## src/rtl/soc_pkg.sv

```systemverilog
// Shared definitions for the UART MMIO transmit bridge:
// address map, register offsets, STATUS layout, drain FSM states.
package soc_pkg;

  localparam logic [31:0] UART_BASE  = 32'h0200_0000;
  localparam logic [2:0]  TXDATA_OFS = 3'd0;
  localparam logic [2:0]  STATUS_OFS = 3'd4;

  localparam int ST_BUSY  = 0;
  localparam int ST_FULL  = 1;
  localparam int ST_EMPTY = 2;
  localparam int ST_CNT   = 8;

  typedef enum logic [1:0] {
    DR_IDLE,
    DR_WAIT_BUSY,
    DR_WAIT_IDLE
  } drain_e;

  function automatic logic [31:0] status_word(
    input logic       busy,
    input logic       full,
    input logic       empty,
    input logic [7:0] cnt
  );
    logic [31:0] w;
    w            = '0;
    w[ST_BUSY]   = busy;
    w[ST_FULL]   = full;
    w[ST_EMPTY]  = empty;
    w[ST_CNT+:8] = cnt;
    return w;
  endfunction

endpackage

```

## src/rtl/uart_mmio_tx_if.sv

```systemverilog
// PicoRV32 native memory bus bundle.
// master: CPU side (request out, response in); slave: peripheral side.
interface uart_mmio_tx_if;

  logic        mem_valid;
  logic [31:0] mem_addr;
  logic [31:0] mem_wdata;
  logic [3:0]  mem_wstrb;
  logic        mem_ready;
  logic [31:0] mem_rdata;

  modport master (
    output mem_valid, mem_addr, mem_wdata, mem_wstrb,
    input  mem_ready, mem_rdata
  );

  modport slave (
    input  mem_valid, mem_addr, mem_wdata, mem_wstrb,
    output mem_ready, mem_rdata
  );

endinterface

```

## src/rtl/uart_mmio_tx_fifo.sv

```systemverilog
// fifo_sync: first-word-fall-through FIFO, sync active-low reset.
// Ports: push_i/din_i in, pop_i/dout_o out, full_o/empty_o/count_o flags.
module fifo_sync #(
  parameter int WIDTH = 8,
  parameter int DEPTH = 16
) (
  input  logic                     clk_i,
  input  logic                     rst_ni,
  input  logic                     push_i,
  input  logic                     pop_i,
  input  logic [WIDTH-1:0]         din_i,
  output logic [WIDTH-1:0]         dout_o,
  output logic                     full_o,
  output logic                     empty_o,
  output logic [$clog2(DEPTH):0]   count_o
);

  localparam int AW = $clog2(DEPTH);
  localparam int CW = AW + 1;

  logic [WIDTH-1:0] mem_q [DEPTH];
  logic [AW-1:0]    wr_q, wr_d;
  logic [AW-1:0]    rd_q, rd_d;
  logic [CW-1:0]    cnt_q, cnt_d;
  logic             do_push, do_pop;

  assign empty_o = (cnt_q == '0);
  assign full_o  = (cnt_q == CW'(DEPTH));
  assign count_o = cnt_q;
  assign dout_o  = mem_q[rd_q];

  // A pop in the same cycle frees the slot a full push needs.
  assign do_pop  = pop_i & ~empty_o;
  assign do_push = push_i & (~full_o | do_pop);

  always_comb begin
    wr_d  = wr_q + AW'(do_push);
    rd_d  = rd_q + AW'(do_pop);
    cnt_d = cnt_q + CW'(do_push) - CW'(do_pop);
  end

  always_ff @(posedge clk_i) begin
    if (!rst_ni) begin
      wr_q  <= '0;
      rd_q  <= '0;
      cnt_q <= '0;
    end else begin
      wr_q  <= wr_d;
      rd_q  <= rd_d;
      cnt_q <= cnt_d;
    end
  end

  always_ff @(posedge clk_i) begin
    if (do_push) mem_q[wr_q] <= din_i;
  end

endmodule

```

## src/rtl/uart_mmio_tx.sv

```systemverilog
// MMIO UART TX bridge: decodes an 8-byte window, queues bytes, drains to uart1.
// Ports: clk_48, resetn, bus (memory slave), tx_data/tx_w out, tx_busy in.
module uart_mmio_tx
  import soc_pkg::*;
#(
  parameter logic [31:0] BASE_ADDR  = UART_BASE,
  parameter int          FIFO_DEPTH = 16
) (
  input  logic           clk_48,
  input  logic           resetn,
  uart_mmio_tx_if.slave  bus,
  output logic [7:0]     tx_data,
  output logic           tx_w,
  input  logic           tx_busy
);

  localparam int CW = $clog2(FIFO_DEPTH) + 1;

  logic          ready_q, ready_d;
  logic [31:0]   rdata_q, rdata_d;
  drain_e        state_q, state_d;
  logic [7:0]    txd_q, txd_d;
  logic          txw_q, txw_d;

  logic          sel, new_acc, is_wr;
  logic          is_status, is_txdata;
  logic          push_req, stall, push, pop;
  logic          f_full, f_empty;
  logic [7:0]    f_dout;
  logic [CW-1:0] f_count;
  logic [2:0]    ofs;

  wire unused_ok = &{1'b0, bus.mem_addr[1:0],
                     bus.mem_wdata[31:8]};

  fifo_sync #(
    .WIDTH (8),
    .DEPTH (FIFO_DEPTH)
  ) u_fifo (
    .clk_i   (clk_48),
    .rst_ni  (resetn),
    .push_i  (push),
    .pop_i   (pop),
    .din_i   (bus.mem_wdata[7:0]),
    .dout_o  (f_dout),
    .full_o  (f_full),
    .empty_o (f_empty),
    .count_o (f_count)
  );

  assign ofs       = {bus.mem_addr[2], 2'b00};
  assign is_status = (ofs == STATUS_OFS);
  assign is_txdata = (ofs == TXDATA_OFS);
  assign is_wr     = |bus.mem_wstrb;
  assign sel       = bus.mem_valid &
                     (bus.mem_addr[31:3] == BASE_ADDR[31:3]);

  // The cycle after an ack is dead time so a held
  // mem_valid is not taken as a second access.
  assign new_acc   = sel & ~ready_q;
  assign push_req  = new_acc & is_wr & is_txdata &
                     bus.mem_wstrb[0];
  assign stall     = push_req & f_full & ~pop;
  assign push      = push_req & ~stall;

  always_comb begin
    ready_d = new_acc & ~stall;
    rdata_d = '0;
    if (ready_d && !is_wr && is_status) begin
      rdata_d = status_word(tx_busy, f_full, f_empty,
                            8'(f_count));
    end
  end

  always_comb begin
    state_d = state_q;
    txd_d   = txd_q;
    txw_d   = 1'b0;
    pop     = 1'b0;
    unique case (state_q)
      DR_IDLE: begin
        if (!f_empty && !tx_busy) begin
          pop     = 1'b1;
          txd_d   = f_dout;
          txw_d   = 1'b1;
          state_d = DR_WAIT_BUSY;
        end
      end
      DR_WAIT_BUSY: begin
        if (tx_busy) state_d = DR_WAIT_IDLE;
      end
      DR_WAIT_IDLE: begin
        if (!tx_busy) state_d = DR_IDLE;
      end
      default: state_d = DR_IDLE;
    endcase
  end

  always_ff @(posedge clk_48) begin
    if (!resetn) begin
      ready_q <= 1'b0;
      rdata_q <= '0;
      state_q <= DR_IDLE;
      txd_q   <= '0;
      txw_q   <= 1'b0;
    end else begin
      ready_q <= ready_d;
      rdata_q <= rdata_d;
      state_q <= state_d;
      txd_q   <= txd_d;
      txw_q   <= txw_d;
    end
  end

  assign bus.mem_ready = ready_q;
  assign bus.mem_rdata = rdata_q;
  assign tx_data       = txd_q;
  assign tx_w          = txw_q;

endmodule
```

## src/flat_wrapper.sv

```systemverilog
// flat-port wrapper written by rule: the top's interface ports become plain ports
module uart_mmio_tx_flat import soc_pkg::*;
#(
  parameter logic [31:0] BASE_ADDR  = UART_BASE,
  parameter int          FIFO_DEPTH = 16
)
  (clk_48, resetn, tx_data, tx_w, tx_busy, bus_mem_valid, bus_mem_addr, bus_mem_wdata, bus_mem_wstrb, bus_mem_ready, bus_mem_rdata);
  uart_mmio_tx_if bus_i ();
  input  logic clk_48;
  input  logic resetn;
  output logic [7:0] tx_data;
  output logic tx_w;
  input  logic tx_busy;
  input wire logic [$bits(bus_i.mem_valid)-1:0] bus_mem_valid;
  input wire logic [$bits(bus_i.mem_addr)-1:0] bus_mem_addr;
  input wire logic [$bits(bus_i.mem_wdata)-1:0] bus_mem_wdata;
  input wire logic [$bits(bus_i.mem_wstrb)-1:0] bus_mem_wstrb;
  output wire logic [$bits(bus_i.mem_ready)-1:0] bus_mem_ready;
  output wire logic [$bits(bus_i.mem_rdata)-1:0] bus_mem_rdata;
  assign bus_i.mem_valid = bus_mem_valid;
  assign bus_i.mem_addr = bus_mem_addr;
  assign bus_i.mem_wdata = bus_mem_wdata;
  assign bus_i.mem_wstrb = bus_mem_wstrb;
  assign bus_mem_ready = bus_i.mem_ready;
  assign bus_mem_rdata = bus_i.mem_rdata;
  uart_mmio_tx #(.BASE_ADDR(BASE_ADDR), .FIFO_DEPTH(FIFO_DEPTH)) u_core (.clk_48(clk_48), .resetn(resetn), .bus(bus_i), .tx_data(tx_data), .tx_w(tx_w), .tx_busy(tx_busy));
endmodule
```

## config.mk

```make
export PLATFORM = sky130hd
export DESIGN_NAME = uart_mmio_tx_flat
export DESIGN_NICKNAME = d
export VERILOG_FILES = /design/src/rtl/soc_pkg.sv /design/src/rtl/uart_mmio_tx_if.sv /design/src/rtl/uart_mmio_tx_fifo.sv /design/src/rtl/uart_mmio_tx.sv /design/src/flat_wrapper.sv
export SDC_FILE = /design/constraint.sdc
export NUM_CORES = 1
export LEC_CHECK = 0
export BUFFER_PORTS_ARGS = -buffer_cell sky130_fd_sc_hd__buf_2
export CAP_MARGIN = 0
export CORE_ASPECT_RATIO = 1.4
export CORE_MARGIN = 2
export CORE_UTILIZATION = 60
export CTS_CLUSTER_SIZE = 24
export DETAILED_ROUTE_END_ITERATION = 8
export PLACE_DENSITY = 0.85
export REMOVE_ABC_BUFFERS = 1
export SLEW_MARGIN = 20
export SYNTH_ARGS = -nofsm -noshare
export SYNTH_HDL_FRONTEND = slang
export SYNTH_SLANG_ARGS = --single-unit
export TNS_END_PERCENT = 5
```

## constraint.sdc

```tcl
create_clock -name clk_48 -period 7 [get_ports clk_48]
set_input_delay 2.1 -clock clk_48 [delete_from_list [all_inputs] [get_ports clk_48]]
set_output_delay 2.1 -clock clk_48 [all_outputs]
set_load 0.02 [all_outputs]
```

Yosys cells after proc, flatten, opt, wreduce, memory -nomap -nowiden
Memory sizes are Yosys's and may differ from the RTL's. A register that Yosys moved wholly into a read port is not among the register bits. Index checks and enable logic that the tools add are counted.

Reduce and logical (&&, ||, !) cells: 14. Bitwise logic cells: 17. Eq/ne operators: 7. $add $sub $neg: 4. Muxes and demuxes: 8.

Operators with widths (number): $eq A29 B23 Y1 const B (1); $and A1 B1 Y1 (11); $add A4 B1 Y4 (2); $mux W2 (3); $pmux W2 S3 (1); $add A5 B1 Y5 (1); $eq A5 B5 Y1 const B (1); $logic_not A5 Y1 (1); $not A1 Y1 (5); $sub A5 B1 Y5 (1); $logic_not A1 Y1 (4); $mux W1 (4); $ne A2 B2 Y1 const B (2); $reduce_and A2 Y1 (2); $reduce_or A4 Y1 (1); $logic_and A1 B1 Y1 (3); $logic_not A3 Y1 (1); $reduce_and A3 Y1 (1); $eq A2 B1 Y1 const B (1); $eq A2 B2 Y1 const B (1); $logic_not A2 Y1 (1); $ne A2 B1 Y1 const B (1); $or A1 B1 Y1 (1).

Input port bits: 72. Memory bits (writable): 128. Memories kept: 1. Output and inout port bits: 42. Register bits: 49.

Memories: u_core.u_fifo.mem_q (words 16, bits a word 8, rd ports 1, clocked after Yosys merged registers in 1, wr ports 1, line uart_mmio_tx_fifo.sv:21) `logic [WIDTH-1:0] mem_q [DEPTH];`.

Logic depth before layout (Yosys ltp)
Gate-level depths: netlist of run 1.

Depth after elaboration: 13. Gate-level depth with buffers: 15. Depth with buffers taken out: 14.

By module
A second synthesis of run 1 with hierarchy kept.

Cell total of the unflattened synthesis: 405. Area, all modules: 6716.4 µm².

Modules (own cells, without submodules): fifo_sync (area each 5693.0 µm², cells an instance 294, seq. area each 4103.9 µm², times used 1); uart_mmio_tx (area each 1023.5 µm², cells an instance 111, seq. area each 400.4 µm², times used 1).

Least setup slack after synthesis of run 1
OpenSTA, ideal clock, no wires.

Path kind: input-to-reg. Start: in bus_mem_addr[26]. End: reg u_core.u_fifo.cnt_q[4] (netlist: u_core.u_fifo.count_o[4]). Arrival time: 4.295 ns. Buffers on the path: 1. Cell stages on the path: 13. Slack: 2.577 ns. Data required time: 6.872 ns. Path through: nor4b_1 > and4_1 > and4bb_4 > buf_6 > inv_2 > ha_1 > inv_1 > ha_1 > fa_1 > a21oi_1 > o21bai_1 > xnor2_1 > nor2_1.

Longest elaborated chain between the ends: 13.

RTL lines: from (decl) (line flat_wrapper.sv:15) `input wire logic [$bits(bus_i.mem_addr)-1:0] bus_mem_addr;`; $eq A29 B23 Y1 * (line uart_mmio_tx.sv:56) `(bus.mem_addr[31:3] == BASE_ADDR[31:3]);`; $and A1 B1 Y1 * (line uart_mmio_tx.sv:55) `assign sel = bus.mem_valid &`; $and A1 B1 Y1 * (line uart_mmio_tx.sv:60) `assign new_acc = sel & ~ready_q;`; $and A1 B1 Y1 * (3 in series) (line uart_mmio_tx.sv:61) `assign push_req = new_acc & is_wr & is_txdata &`; $and A1 B1 Y1 (2 in series) (line uart_mmio_tx.sv:63) `assign stall = push_req & f_full & ~pop;`; $not A1 Y1 (line uart_mmio_tx.sv:64) `assign push = push_req & ~stall;`; $and A1 B1 Y1 * (line uart_mmio_tx.sv:64); $and A1 B1 Y1 * (line uart_mmio_tx_fifo.sv:34) `assign do_push = push_i & (~full_o | do_pop);`; $add A5 B1 Y5 * (line uart_mmio_tx_fifo.sv:39) `cnt_d = cnt_q + CW'(do_push) - CW'(do_pop);`; $sub A5 B1 Y5 * (line uart_mmio_tx_fifo.sv:39); to (signal assigned) (line uart_mmio_tx_fifo.sv:50) `cnt_q <= cnt_d;`; to (decl) (line uart_mmio_tx_fifo.sv:24) `logic [CW-1:0] cnt_q, cnt_d;`.

Mark *: on every way between the ends. The rest lies on a longest branch, timed or not. A chain may end at the register's enable or synchronous reset.

Worst setup path after layout of run 1
Start: in bus_mem_addr[5]. End: reg u_core.u_fifo.cnt_q[4] (netlist: u_core.u_fifo.count_o[4]).

The elaborated chain is that of the path after synthesis.

==> metrics, run 1 <==
Overall Global Routing Usage=21.5%; first-pass GRT wire length=around 18,000 um; Layout fillers=682; largest family of logic cells by synthesized area=multiplexers; cell row count=45; Synth Area in Compound Gates=under 10%; vias in the first global route=between 3,000 and 4,000; status=finished, final reports clean; Num CTS Buffers=17; DR pass1 iterations=5; clock period minus worst slack=about 4.4 ns; I/O Pins=114; pre-CTS setup slack=2.17 ns; prevailing post-synth register cell=edfxtp_1; CTS Hold Buffers Added=0; IO buf count=63; most common cell after layout, fill and taps aside=edfxtp_1; CTS tree=done; simple-gate share of the synthesized area=between 7 and 8%; vias=3,410; sequential element share of the synthesized area=67.7%; area leader, netlist=edfxtp_1; fin util=between 60% and 70%; #FFs+latches synth=between 150 and 200; # Post-CTS Setup Buffers=0; hold path cells=2; initial antenna violation count=0; share of cells above drive strength 1=between 20 and 30%; f_max=~230 MHz; Worst path depth=13; height of the die=roughly 130 um; area delta synth->final=12.4%; Synth top area share=between 50% and 60%; worst-case clock buffer depth=2; CP endpoint kind=flop; Crit Path Max Fanout=18; Logic pwr share=12.1%; Post-synth EDFFs=roughly 130; Net Sw Frac=24.7%; latest clock arrival within the worst-skew pair=just over 0.4 ns; chip width=slightly above 90 um; Lkg Pwr=~0.0026 uW; Starting Density=around three fifths; classification of the worst setup path=input port to flop; Slew Limit Fails=0; Worst Max-Slew Pin Slew=between 0.6 and 0.7 ns; CP max stage delay=between 0.4 and 0.5 ns; Syn Inst Count=between 300 and 400; setup ws final=around 2.6 ns; CTS root buf=clkbuf_16; Vias per Instance=roughly 5.7; skew final=0.00588 ns; grt total ovfl=0; Die Area=around 0.012 mm2; worst IR drop on VDD=between 0.0002 and 0.00025 V; wire per inst=roughly 21 um; Power Dens Cells=roughly 300 mW/mm2; Synth async-reset ratio=0%; Mapped Avg Cell Area=around 18 um2; CP max stage cell=fa_1; cells on worst reg2reg path=13; Worst Setup Start Kind=input port; register area=between 0.004 and 0.005 mm2; H-tree Lvls=4; gpl congestion=0.785; library cells used by synthesis=43; DRT Wirelength=12,300 um; Slew Limit Headroom=56.4%; post-layout net count=523; RSZ-0062 raised after global routing=false; Crit path max-delay family=simple AND/OR/NAND/NOR gates; Final ANT Viol Nets=0; synth warn=0; synthesized area=0.00666 mm2; mux contribution to synthesized area=13.9%; Internal=roughly 1700 uW; crit path DAT=~4.7 ns; commonest non-fill, non-tap cells in the layout=128 x edfxtp_1, 63 x buf_2, 31 x dfxtp_1; initial drt markers=310; Crit path top cell by count=ha_1; Hold Crit Class=flop to flop; max_cap viols=0; largest net degree at the start of global routing=35; Critical Path RT=about 7.3 ns; synth top area cells=edfxtp_1 58%, dfxtp_1 9.9%, mux4_2 7.1%; Period Utilization, post-route=between 60% and 70%; clk slew on worst S/H paths=0.06 ns; post-route setup TNS=0 ns; Multi-input gate area=between 0.0015 and 0.002 mm2; Reg power frac=50.0%; core box area=approximately 0.011 mm2; Cell Chain, Critical Path=buf_2, nor4_1, and4_1, and4bb_4, inv_2, ha_1, inv_1, ha_1, fa_1, a21oi_1, o21bai_1, xnor2_1, nor2_1; # resized after CTS=0; Clock Power Share=between 30% and 40%; final setup violating endpoints=0; XOR/XNOR Fraction of Synth Area=between 1 and 1.5%; post-synthesis adder-cell area fraction=under 10%; # DRC=0; Detail Placement HPWL=roughly 8000 um; WP buf/inv=3; Final Hold Viols=0; # diodes=0; Psw=roughly 550 uW; TritonCTS sink count=about 160
## sequential cells by signal, indices dropped and copies added, names as in the netlist
signal and cells:
u_core.bus.mem_ready 1, u_core.u_fifo.wr_q 4, u_core.bus.mem_rdata 8, u_core.u_fifo.rd_q 4, u_core.tx_w 1, u_core.u_fifo.count_o 5, u_core.u_fifo.mem_q 128, u_core.tx_data 8
u_core.state_q 2
## layer usage
| layer | routed length (um) | GRT usage [%] | share of wire [%] |
|---|---|---|---|
| met5 | 0 | 0 | 0 |
| met4 | 329 | 8.30 | 2.7 |
| met3 | 790 | 4.86 | 6.4 |
| met2 | 6730 | 39.3 | 54 |
| met1 | 4500 | 24.5 | 36 |
## cell families (layout without fill, tap and decap cells)
| family | after synthesis | count (layout) |
|---|---|---|
| buf+inv | 54 | 109 |
| mux | 48 | 48 |
| xor+xnor | 9 | 9 |
| other cells | 1 | 24 |
| simple gates | 79 | 79 |
| compound gates | 12 | 12 |
| fa+ha+maj | 11 | 11 |
| flops | 161 | 161 |
## synth_stat cells (all sizes together), types with 2 or more instances
library cell / number
buf: 37
dfxtp: 33
a21oi: 2
xor2: 2
clkbuf: 5
edfxtp: 128
nand2: 2
nand3: 11
nor3: 11
and4b: 8
nor2: 12
nor2b: 2
mux2i: 16
o221ai: 8
nor4: 7
or3: 2
and2: 7
mux4: 32
ha: 10
and3: 4
nor4b: 2
xnor2: 7
inv: 12
and4: 6
## metrics by stage
stage / hold slack, ns / total power [uW] / cell area [um2] / cells
finish: 0.478 / 2210 / 7480 / 594
global route: 0.509 / 2290 / 7480 / 594
CTS: 0.474 / 2220 / 7480 / 594
global placement: 0.463 / 1370 / 6930 / 562
floorplan: 0.442 / 1300 / 6420 / 356
detailed placement: 0.467 / 1390 / 6930 / 562
## final cells by class
cell class,instances,area share (%)
multi-input combinational,183,25.0
clock inverter,14,1.59
timing repair buffer,65,4.42
clock buffer,18,5.74
sequential,161,60.3
inverter,12,0.636
tap,141,2.36
## power by group through the flow
stage	clock [uW]	combinational, uW	sequential, uW
after floorplan	0	165	1130
after global placement	0	248	1120
after detailed placement	0	265	1120
after CTS	845	270	1100
after global routing	892	292	1110
final	840	267	1100
## path summary, 6_finish.rpt
| check | startpoint | to | slack (ns) |
|---|---|---|---|
| worst min register to register | u_core.u_fifo.count_o[0] | u_core.bus.mem_rdata[8] | 0.48 |
| worst max register to register | u_core.u_fifo.count_o[2] | u_core.u_fifo.count_o[4] | 3.93 |
| worst min-delay path | u_core.u_fifo.count_o[0] | u_core.bus.mem_rdata[8] | 0.48 |
| worst max-delay path | bus_mem_addr[5] | u_core.u_fifo.count_o[4] | 2.58 |
## tightest hold or removal path: stages, from the launching register on
cell and delay (ns):
dfxtp_1 0.33, inv_1 0.06, nor3_1 0.04
Power figures use the tool's default switching activity.
==> inputs of run 2 (changes only) <==
CORE_UTILIZATION = 50   (was 60)
PLACE_DENSITY = 0.76   (was 0.85)
clock period = 4 ns   (was 7 ns; I/O delays follow)
==> metrics, run 2 (synthesis results as in run 1) <==
CTS Hold Buffers Added=0; most common cell after layout, fill and taps aside=edfxtp_1; Num CTS Buffers=17; initial drt markers=just over 300; TritonCTS sink count=roughly 160; wire per inst=about 20 um; vias=3,455; first-pass GRT wire length=between 15,000 and 20,000 um; vias in the first global route=around 3,500; DR pass1 iterations=5; area delta synth->final=13.8%; gpl congestion=just over 0.7; H-tree Lvls=4; cell row count=between 40 and 50; final setup violating endpoints=0; IO buf count=between 60 and 70; DRT Wirelength=about 12,000 um; Power Dens Cells=approximately 520 mW/mm2; RSZ-0062 raised after global routing=false; Layout fillers=~920; Die Area=0.0143 mm2; pre-CTS setup slack=between 0.2 and 0.3 ns; worst-case clock buffer depth=2; # resized after CTS=0; # Post-CTS Setup Buffers=0; grt total ovfl=0; initial antenna violation count=0; Detail Placement HPWL=between 7000 and 8000 um; Lkg Pwr=0.00267 uW; # diodes=0; Critical Path RT=roughly 4.3 ns; Slew Limit Fails=0; Starting Density=between 50 and 60%; Hold WS=around 0.48 ns; worst IR drop on VDD=0.000251 V; Hold Crit Class=flop to flop; post-layout net count=about 520; f_max=306 MHz; max_cap viols=0; core box area=approximately 0.013 mm2; register area=about 0.0045 mm2; CP max stage delay=~0.45 ns; # DRC=0; CTS tree=done; clk slew on worst S/H paths=about 0.070 ns; Period Utilization, post-route=81.6%; Multi-input gate area=0.00187 mm2; Crit Path Max Fanout=2; max reg flops=around 130; commonest non-fill, non-tap cells in the layout=128 x edfxtp_1, 63 x buf_2, 30 x dfxtp_1; largest reg by FF count=u_core.u_fifo.mem_q; setup ws final=0.736 ns; Final Hold Viols=0; status=finished, final reports clean; Crit path top cell by count=ha_1; share of cells above drive strength 1=28.9%; Worst Max-Slew Pin Slew=1.01 ns; CP max stage cell=fa_1; Cell Chain, Critical Path=buf_2, nor4b_1, and4_1, and4bb_4, inv_2, ha_1, inv_1, ha_1, fa_1, a21oi_1, o21bai_1, xnor2_1, nor2_1; fin util=58.5%; largest net degree at the start of global routing=34; chip width=102 um; WP buf/inv=3; Overall Global Routing Usage=about a fifth; Vias per Instance=around 5.5; CP endpoint kind=flop; clock period minus worst slack=3.26 ns; Crit path max-delay family=adder cells; Final ANT Viol Nets=0; CTS root buf=clkbuf_16; Slew Limit Headroom=32.9%; classification of the worst setup path=input port to flop; reg2reg setup slack=0.99 ns; height of the die=141 um; post-route setup TNS=0 ns; I/O Pins=114; Worst Setup Start Kind=input port; crit path DAT=roughly 3.6 ns; skew final=about 0.014 ns; latest clock arrival within the worst-skew pair=~0.43 ns
==> run 2: cell count changes in the layout (fill, tap and decap cells not counted), sizes merged <==
cell	previous run	this run
clkinv	8	4
clkbuf	18	17
clkinvlp	5	2
bufinv	1	0
buf	65	66
inv	12	21
==> run 2: area by class of cell <==
class                      instances  area share (%)
inverter                          12           0.628
sequential                       161            59.5
clock buffer                      17            5.62
timing repair buffer              66            4.46
clock inverter                    15            2.13
multi-input combinational        183            24.7
tap                              178            2.94
==> run 2: power by group <==
| part | switching, uW | internal, uW |
|---|---|---|
| logic | 255 | 197 |
| clock network | 738 | 838 |
| registers | 64.9 | 1860 |
==> run 2: worst register-to-register path, stage by stage (launching register included) <==
cell      delay (ns)
dfxtp_1         0.32
inv_1           0.11
ha_1            0.19
or4b_4          0.49
nand2_2         0.27
inv_4           0.08
ha_1            0.28
inv_1           0.04
ha_1            0.22
fa_1            0.45
a21oi_1         0.16
o21bai_1        0.10
xnor2_1         0.16
nor2_1          0.05
==> run 2: per-layer routing <==
metal	routed length (um)	part of all wire (%)	GRT usage, %	up-vias
met5	6	0.048	0	-
met4	141	1.1	7.04	2
met3	614	4.9	4.39	8
met2	6680	54	32.9	131
met1	5030	40	21.9	1737
li1	-	-	-	1577
==> run 2: worst paths after layout <==
check | start | endpoint | cells past startpoint
worst max-delay path | bus_mem_addr[22] | u_core.u_fifo.count_o[4] | 13
worst min register to register | u_core.u_fifo.count_o[0] | u_core.bus.mem_rdata[8] | 2
worst max register to register | u_core.u_fifo.count_o[3] | u_core.u_fifo.count_o[4] | 13
worst min-delay path | u_core.u_fifo.count_o[0] | u_core.bus.mem_rdata[8] | 2
==> run 2: per-stage QoR <==
stage | cell area, um2 | cells | power [uW]
after floorplan | 6420 | 356 | 2270
after global routing | 7570 | 632 | 4110
after CTS | 7570 | 632 | 3990
after global placement | 6980 | 600 | 2390
after detailed placement | 6980 | 600 | 2410
final | 7570 | 632 | 3950
